### src/rtl/serial_bit_feeder_if.sv
// ============================================================================
//  Module   : serial_bit_feeder_if
//  Brief    : Parallel-word handshake and serial-bit output bundle for serial_bit_feeder.
//  Revision : 1.0
// ============================================================================
`default_nettype none

interface serial_bit_feeder_if #(
   parameter int WIDTH = 8
);
   logic [WIDTH-1:0] din;
   logic             din_valid;
   logic             din_ready;
   logic             x_out;
   logic             x_valid;
   logic             frame_start;
   logic             busy;

   // master: word producer / bit observer; slave: the feeder itself
   modport master (
      output din, din_valid,
      input  din_ready, x_out, x_valid, frame_start, busy
   );

   modport slave (
      input  din, din_valid,
      output din_ready, x_out, x_valid, frame_start, busy
   );
endinterface

`default_nettype wire

### src/rtl/serial_bit_feeder.sv
// ============================================================================
//  Module   : serial_bit_feeder
//  Brief    : Parallel-in/serial-out MSB-first feeder with one-word holding register.
//             Optional macro SER_PARITY_EN appends an even-parity bit to every frame.
//  Revision : 1.0
// ============================================================================
`default_nettype none

module serial_bit_feeder #(
   parameter int WIDTH = 8
) (
   input  wire logic          clk,
   input  wire logic          rst,
   serial_bit_feeder_if.slave bus
);

   localparam int                CNT_W      = $clog2(WIDTH + 1);
   localparam logic [CNT_W-1:0]  C_LAST_BIT = CNT_W'(WIDTH - 1);

   typedef enum logic [1:0] {
      S_IDLE   = 2'd0,
      S_SHIFT  = 2'd1
`ifdef SER_PARITY_EN
      ,
      S_PARITY = 2'd2
`endif
   } state_t;

   state_t             state_q;
   logic               hold_full_q;
   logic [WIDTH-1:0]   h_q;
   logic [WIDTH-1:0]   sr_q;
   logic [CNT_W-1:0]   cnt_q;
`ifdef SER_PARITY_EN
   logic               par_q;
`endif

   logic last_bit;
   logic frame_done;
   logic reload;
   logic x_valid;

   assign last_bit = (state_q == S_SHIFT) && (cnt_q == C_LAST_BIT);

`ifdef SER_PARITY_EN
   assign frame_done = (state_q == S_PARITY);
`else
   assign frame_done = last_bit;
`endif

   // Reloading on the frame's final edge keeps consecutive frames gap-free.
   assign reload = hold_full_q && ((state_q == S_IDLE) || frame_done);

   always_ff @(posedge clk) begin
      if (rst) begin
         state_q     <= S_IDLE;
         hold_full_q <= 1'b0;
         h_q         <= '0;
         sr_q        <= '0;
         cnt_q       <= '0;
`ifdef SER_PARITY_EN
         par_q       <= 1'b0;
`endif
      end else begin
         if (bus.din_valid && !hold_full_q) begin
            h_q         <= bus.din;
            hold_full_q <= 1'b1;
         end

         case (state_q)
            S_IDLE: ;
            S_SHIFT: begin
               sr_q  <= sr_q << 1;
               cnt_q <= cnt_q + 1'b1;
               if (last_bit) begin
`ifdef SER_PARITY_EN
                  state_q <= S_PARITY;
`else
                  state_q <= S_IDLE;
`endif
               end
            end
`ifdef SER_PARITY_EN
            S_PARITY: state_q <= S_IDLE;
`endif
            default: state_q <= S_IDLE;
         endcase

         // Transfer only happens with hold_full set, so it never races an accept.
         if (reload) begin
            sr_q        <= h_q;
            cnt_q       <= '0;
            hold_full_q <= 1'b0;
            state_q     <= S_SHIFT;
`ifdef SER_PARITY_EN
            par_q       <= ^h_q;
`endif
         end
      end
   end

`ifdef SER_PARITY_EN
   assign x_valid = (state_q == S_SHIFT) || (state_q == S_PARITY);
   assign bus.x_out = ((state_q == S_SHIFT) && sr_q[WIDTH-1]) ||
                      ((state_q == S_PARITY) && par_q);
`else
   assign x_valid   = (state_q == S_SHIFT);
   assign bus.x_out = (state_q == S_SHIFT) && sr_q[WIDTH-1];
`endif

   assign bus.x_valid     = x_valid;
   assign bus.frame_start = (state_q == S_SHIFT) && (cnt_q == '0);
   assign bus.busy        = x_valid || hold_full_q;
   assign bus.din_ready   = !hold_full_q;

endmodule

`default_nettype wire
### src/flat_wrapper.sv
// flat-port wrapper written by rule: the top's interface ports become plain ports
module serial_bit_feeder_flat 
#(
   parameter int WIDTH = 8
)
  (clk, rst, bus_din, bus_din_valid, bus_din_ready, bus_x_out, bus_x_valid, bus_frame_start, bus_busy);
  serial_bit_feeder_if #(.WIDTH(WIDTH)) bus_i ();
  input  wire logic clk;
  input  wire logic rst;
  input wire logic [$bits(bus_i.din)-1:0] bus_din;
  input wire logic [$bits(bus_i.din_valid)-1:0] bus_din_valid;
  output wire logic [$bits(bus_i.din_ready)-1:0] bus_din_ready;
  output wire logic [$bits(bus_i.x_out)-1:0] bus_x_out;
  output wire logic [$bits(bus_i.x_valid)-1:0] bus_x_valid;
  output wire logic [$bits(bus_i.frame_start)-1:0] bus_frame_start;
  output wire logic [$bits(bus_i.busy)-1:0] bus_busy;
  assign bus_i.din = bus_din;
  assign bus_i.din_valid = bus_din_valid;
  assign bus_din_ready = bus_i.din_ready;
  assign bus_x_out = bus_i.x_out;
  assign bus_x_valid = bus_i.x_valid;
  assign bus_frame_start = bus_i.frame_start;
  assign bus_busy = bus_i.busy;
  serial_bit_feeder #(.WIDTH(WIDTH)) u_core (.clk(clk), .rst(rst), .bus(bus_i));
endmodule
### config.mk
export PLATFORM = sky130hd
export DESIGN_NAME = serial_bit_feeder_flat
export DESIGN_NICKNAME = d
export VERILOG_FILES = /design/src/rtl/serial_bit_feeder_if.sv /design/src/rtl/serial_bit_feeder.sv /design/src/flat_wrapper.sv
export SDC_FILE = /design/constraint.sdc
export NUM_CORES = 1
export LEC_CHECK = 0
export ABC_AREA = 1
export ABC_CLOCK_PERIOD_IN_PS = 2600
export BUFFER_PORTS_ARGS = -buffer_cell sky130_fd_sc_hd__buf_2
export CORE_MARGIN = 2
export CORE_UTILIZATION = 29
export CTS_CLUSTER_DIAMETER = 150
export DETAILED_ROUTE_END_ITERATION = 10
export PLACE_DENSITY = 0.53
export SYNTH_ARGS = -nofsm -noshare
export SYNTH_HDL_FRONTEND = slang
export SYNTH_SLANG_ARGS = --single-unit
### constraint.sdc
create_clock -name clk -period 2.6 [get_ports clk]
set_input_delay 0 -clock clk [delete_from_list [all_inputs] [get_ports clk]]
set_output_delay 0 -clock clk [all_outputs]
set_load 0.005 [all_outputs]
==> metrics.txt <==
outcome finished, final reports clean; DRC viols 0; internal reg-to-reg setup slack 1.14 ns; R2R cell count 5; final max-slew violation count 0; crit path DAT 1.49 ns; crit path time final 1.494 ns; most area-consuming cells after synthesis dfxtp_1 43%, nor2_1 12%, o21ai_0 7.2%, nand2_1 5.4%, a21oi_1 4.8%; Max Fclk 0.6694 GHz; TritonCTS clock tree yes; DRT Pass-1 Iters 4; ANT cells 0; synth cell count leaders 34 x nor2_1, 22 x dfxtp_1, 15 x nand2_1, 15 x o21ai_0, 13 x inv_1; Hold Crit Class input port to register; slew of the pin with the lowest slew margin between 0.7 and 0.8 ns; first-pass GRT wire length 3201 µm; Slew headroom 52.87%; RSZ-0062 raised after global routing no; Area Overhead vs Synth 17.03%; clk buf depth 2; Nets 175; Sw Pwr ~0.20 mW; warnings from Yosys 0; DPL Wire Length 1419 µm; PortBufs 15; cts repair resizes 0; H-Tree Depth 1; register share of total power 58.6%; post-synthesis net count between 150 and 200; Worst Path Required 2.60 ns; Internal 0.4841 mW; total core area 3390 µm²; die span in y 63.77 µm; CP endpoint bus_busy; layout cells sized above 1 17.50%; Hold Violations, Final 0; fillers approximately 360; WL/cell 9.466 µm; Clock power frac 21.4%; RD Place Congestion 0.7798; die width 63.77 µm; hold_buf cts 9; Cell variety after synth 20; Final Skew 0.0009864 ns; PD cells 565.8 nW/µm²; cell taking the most area after synthesis dfxtp_1; syn_area_per_cell about 7.5 µm²; Rows 21; worst setup path start u_core.hold_full_q; worst skew pair latency between 0.2 and 0.3 ns; Primary FF master, synth dfxtp_1; most numerous cell in the Yosys netlist nor2_1; Post-synth EDFFs 0; power share of the combinational group 20.1%; Post-DRT Antenna Nets 0; initial antenna violation count 0; Die Footprint 4067 µm²; Total Wirelength between 1500 and 2000 µm; Vias 895; Leakage 0.5089 nW; flops & latches, synth 22; CTS sink count 22; Yosys top cell area share 42.51%; largest fanout on the critical path 18; crit path kind register to output port; clock root buffer clkbuf_4; reg2reg end u_core.h_q[6]; Initial Util 30.56%; number of CTS-inserted buffers 3; gr ovfl total 0; post-synthesis cell count 139; Period Utilization, post-route 57.45%; reg2reg start u_core.hold_full_q; max-cap viol count 0; final setup vio count 0; largest net degree at the start of global routing 19; Worst Hold Depth 3; vias in the first global route 765; Iteration-0 DRC Markers 38; Worst-path clk slew 0.11 ns; Sw Share ~30%; worst vdd ir just over 300 µV; post-layout util 35.77%; post-CTS setup buffers 0; Top Ports 16; Vias/cell between 4 and 5; Setup TNS Final 0 ns; FFs w/ async S/R, synth 0%; register area share after synthesis 42.51%; Total GRT Usage 10.04%; kind of end point of the critical path output port; Netlist Area Pre-Place 1036 µm²; crit start category register
placed cells by master (no fill, tap or decap):
cell / synthesis / routed
inv_2: 3 / 3
clkbuf_4: 0 / 3
nor3b_1: 1 / 1
a21oi_1: 10 / 10
inv_1: 13 / 13
nor2_4: 1 / 1
nand2_1: 15 / 15
nand3_1: 8 / 8
nand3_2: 2 / 2
a21oi_2: 2 / 2
ha_1: 2 / 2
buf_2: 0 / 15
o21ai_0: 15 / 15
xor2_1: 1 / 1
dfxtp_1: 22 / 22
nand2_4: 1 / 1
nand2_2: 1 / 1
nor3_1: 2 / 2
nor2_1: 34 / 34
dlygate4sd3_1: 0 / 9
how the worst min path moves through the flow:
stage | to | start
CTS | u_core.hold_full_q | bus_din_valid
detailed placement | u_core.state_q[0] | rst
global route | u_core.hold_full_q | bus_din_valid
floorplan | u_core.sr_q[0] | rst
finish | u_core.hold_full_q | bus_din_valid
global placement | u_core.sr_q[0] | rst
metrics by stage:
stage	worst slack (ns)	area (µm²)	total power, mW	hold slack, ns	instances
CTS	1.096	1212	0.7001	0.09577	206
global placement	1.218	1100	0.5386	0.2045	194
global route	0.9802	1212	0.7358	0.1145	206
finish	1.106	1212	0.6859	0.09983	206
detailed placement	1.156	1100	0.5395	0.2079	194
floorplan	1.439	1036	0.5217	0.06907	139
routing by layer:
| metal | vias to the layer above | global-route usage, % | share of wire [%] |
|---|---|---|---|
| met5 | - | 0 | 0 |
| met4 | 0 | 2.446 | 0.92 |
| met3 | 2 | 3.697 | 4.3 |
| met2 | 19 | 16.71 | 48 |
| met1 | 392 | 12.31 | 47 |
| li1 | 482 | - | - |
state kept, by name, indices dropped and copies added (netlist names):
| name | flops |
|---|---|
| u_core.cnt_q | 4 |
| u_core.h_q | 8 |
| u_core.hold_full_q | 1 |
| u_core.sr_q | 8 |
| u_core.state_q | 1 |
kinds of logic after synthesis:
family,after synthesis,synth area share [%]
AO/OA/AOI/OAI,27,13.77
XOR/XNOR,1,0.8456
adder cells (fa/ha/maj),2,2.415
buffers and inverters,22,12.44
flip-flops,22,42.51
AND/OR/NAND/NOR,65,28.02
worst max-delay path, cell delays in order (launching register included):
cell     delay [ns]
dfxtp_1        0.79
nor2_4         0.05
inv_2          0.20
buf_2          0.15
area by class of cell:
class | count | area [µm²] | share of cell area (%)
inverters | 16 | 60.06 | 4.954
well taps | 46 | 57.56 | 4.747
clock buffers | 3 | 22.52 | 1.858
repair buffers | 24 | 165.2 | 13.62
multi-input cells | 95 | 466.7 | 38.49
flip-flops and latches | 22 | 440.4 | 36.33
power by group through the flow:
stage	clock [mW]	sequential (mW)	combinational, mW
2_1_floorplan	0	0.391	0.131
3_3_place_gp	0	0.410	0.129
3_5_place_dp	0	0.409	0.130
4_1_cts	0.157	0.402	0.141
5_1_grt	0.169	0.406	0.160
6_report	0.147	0.402	0.138
Power figures use the tool's default switching activity.
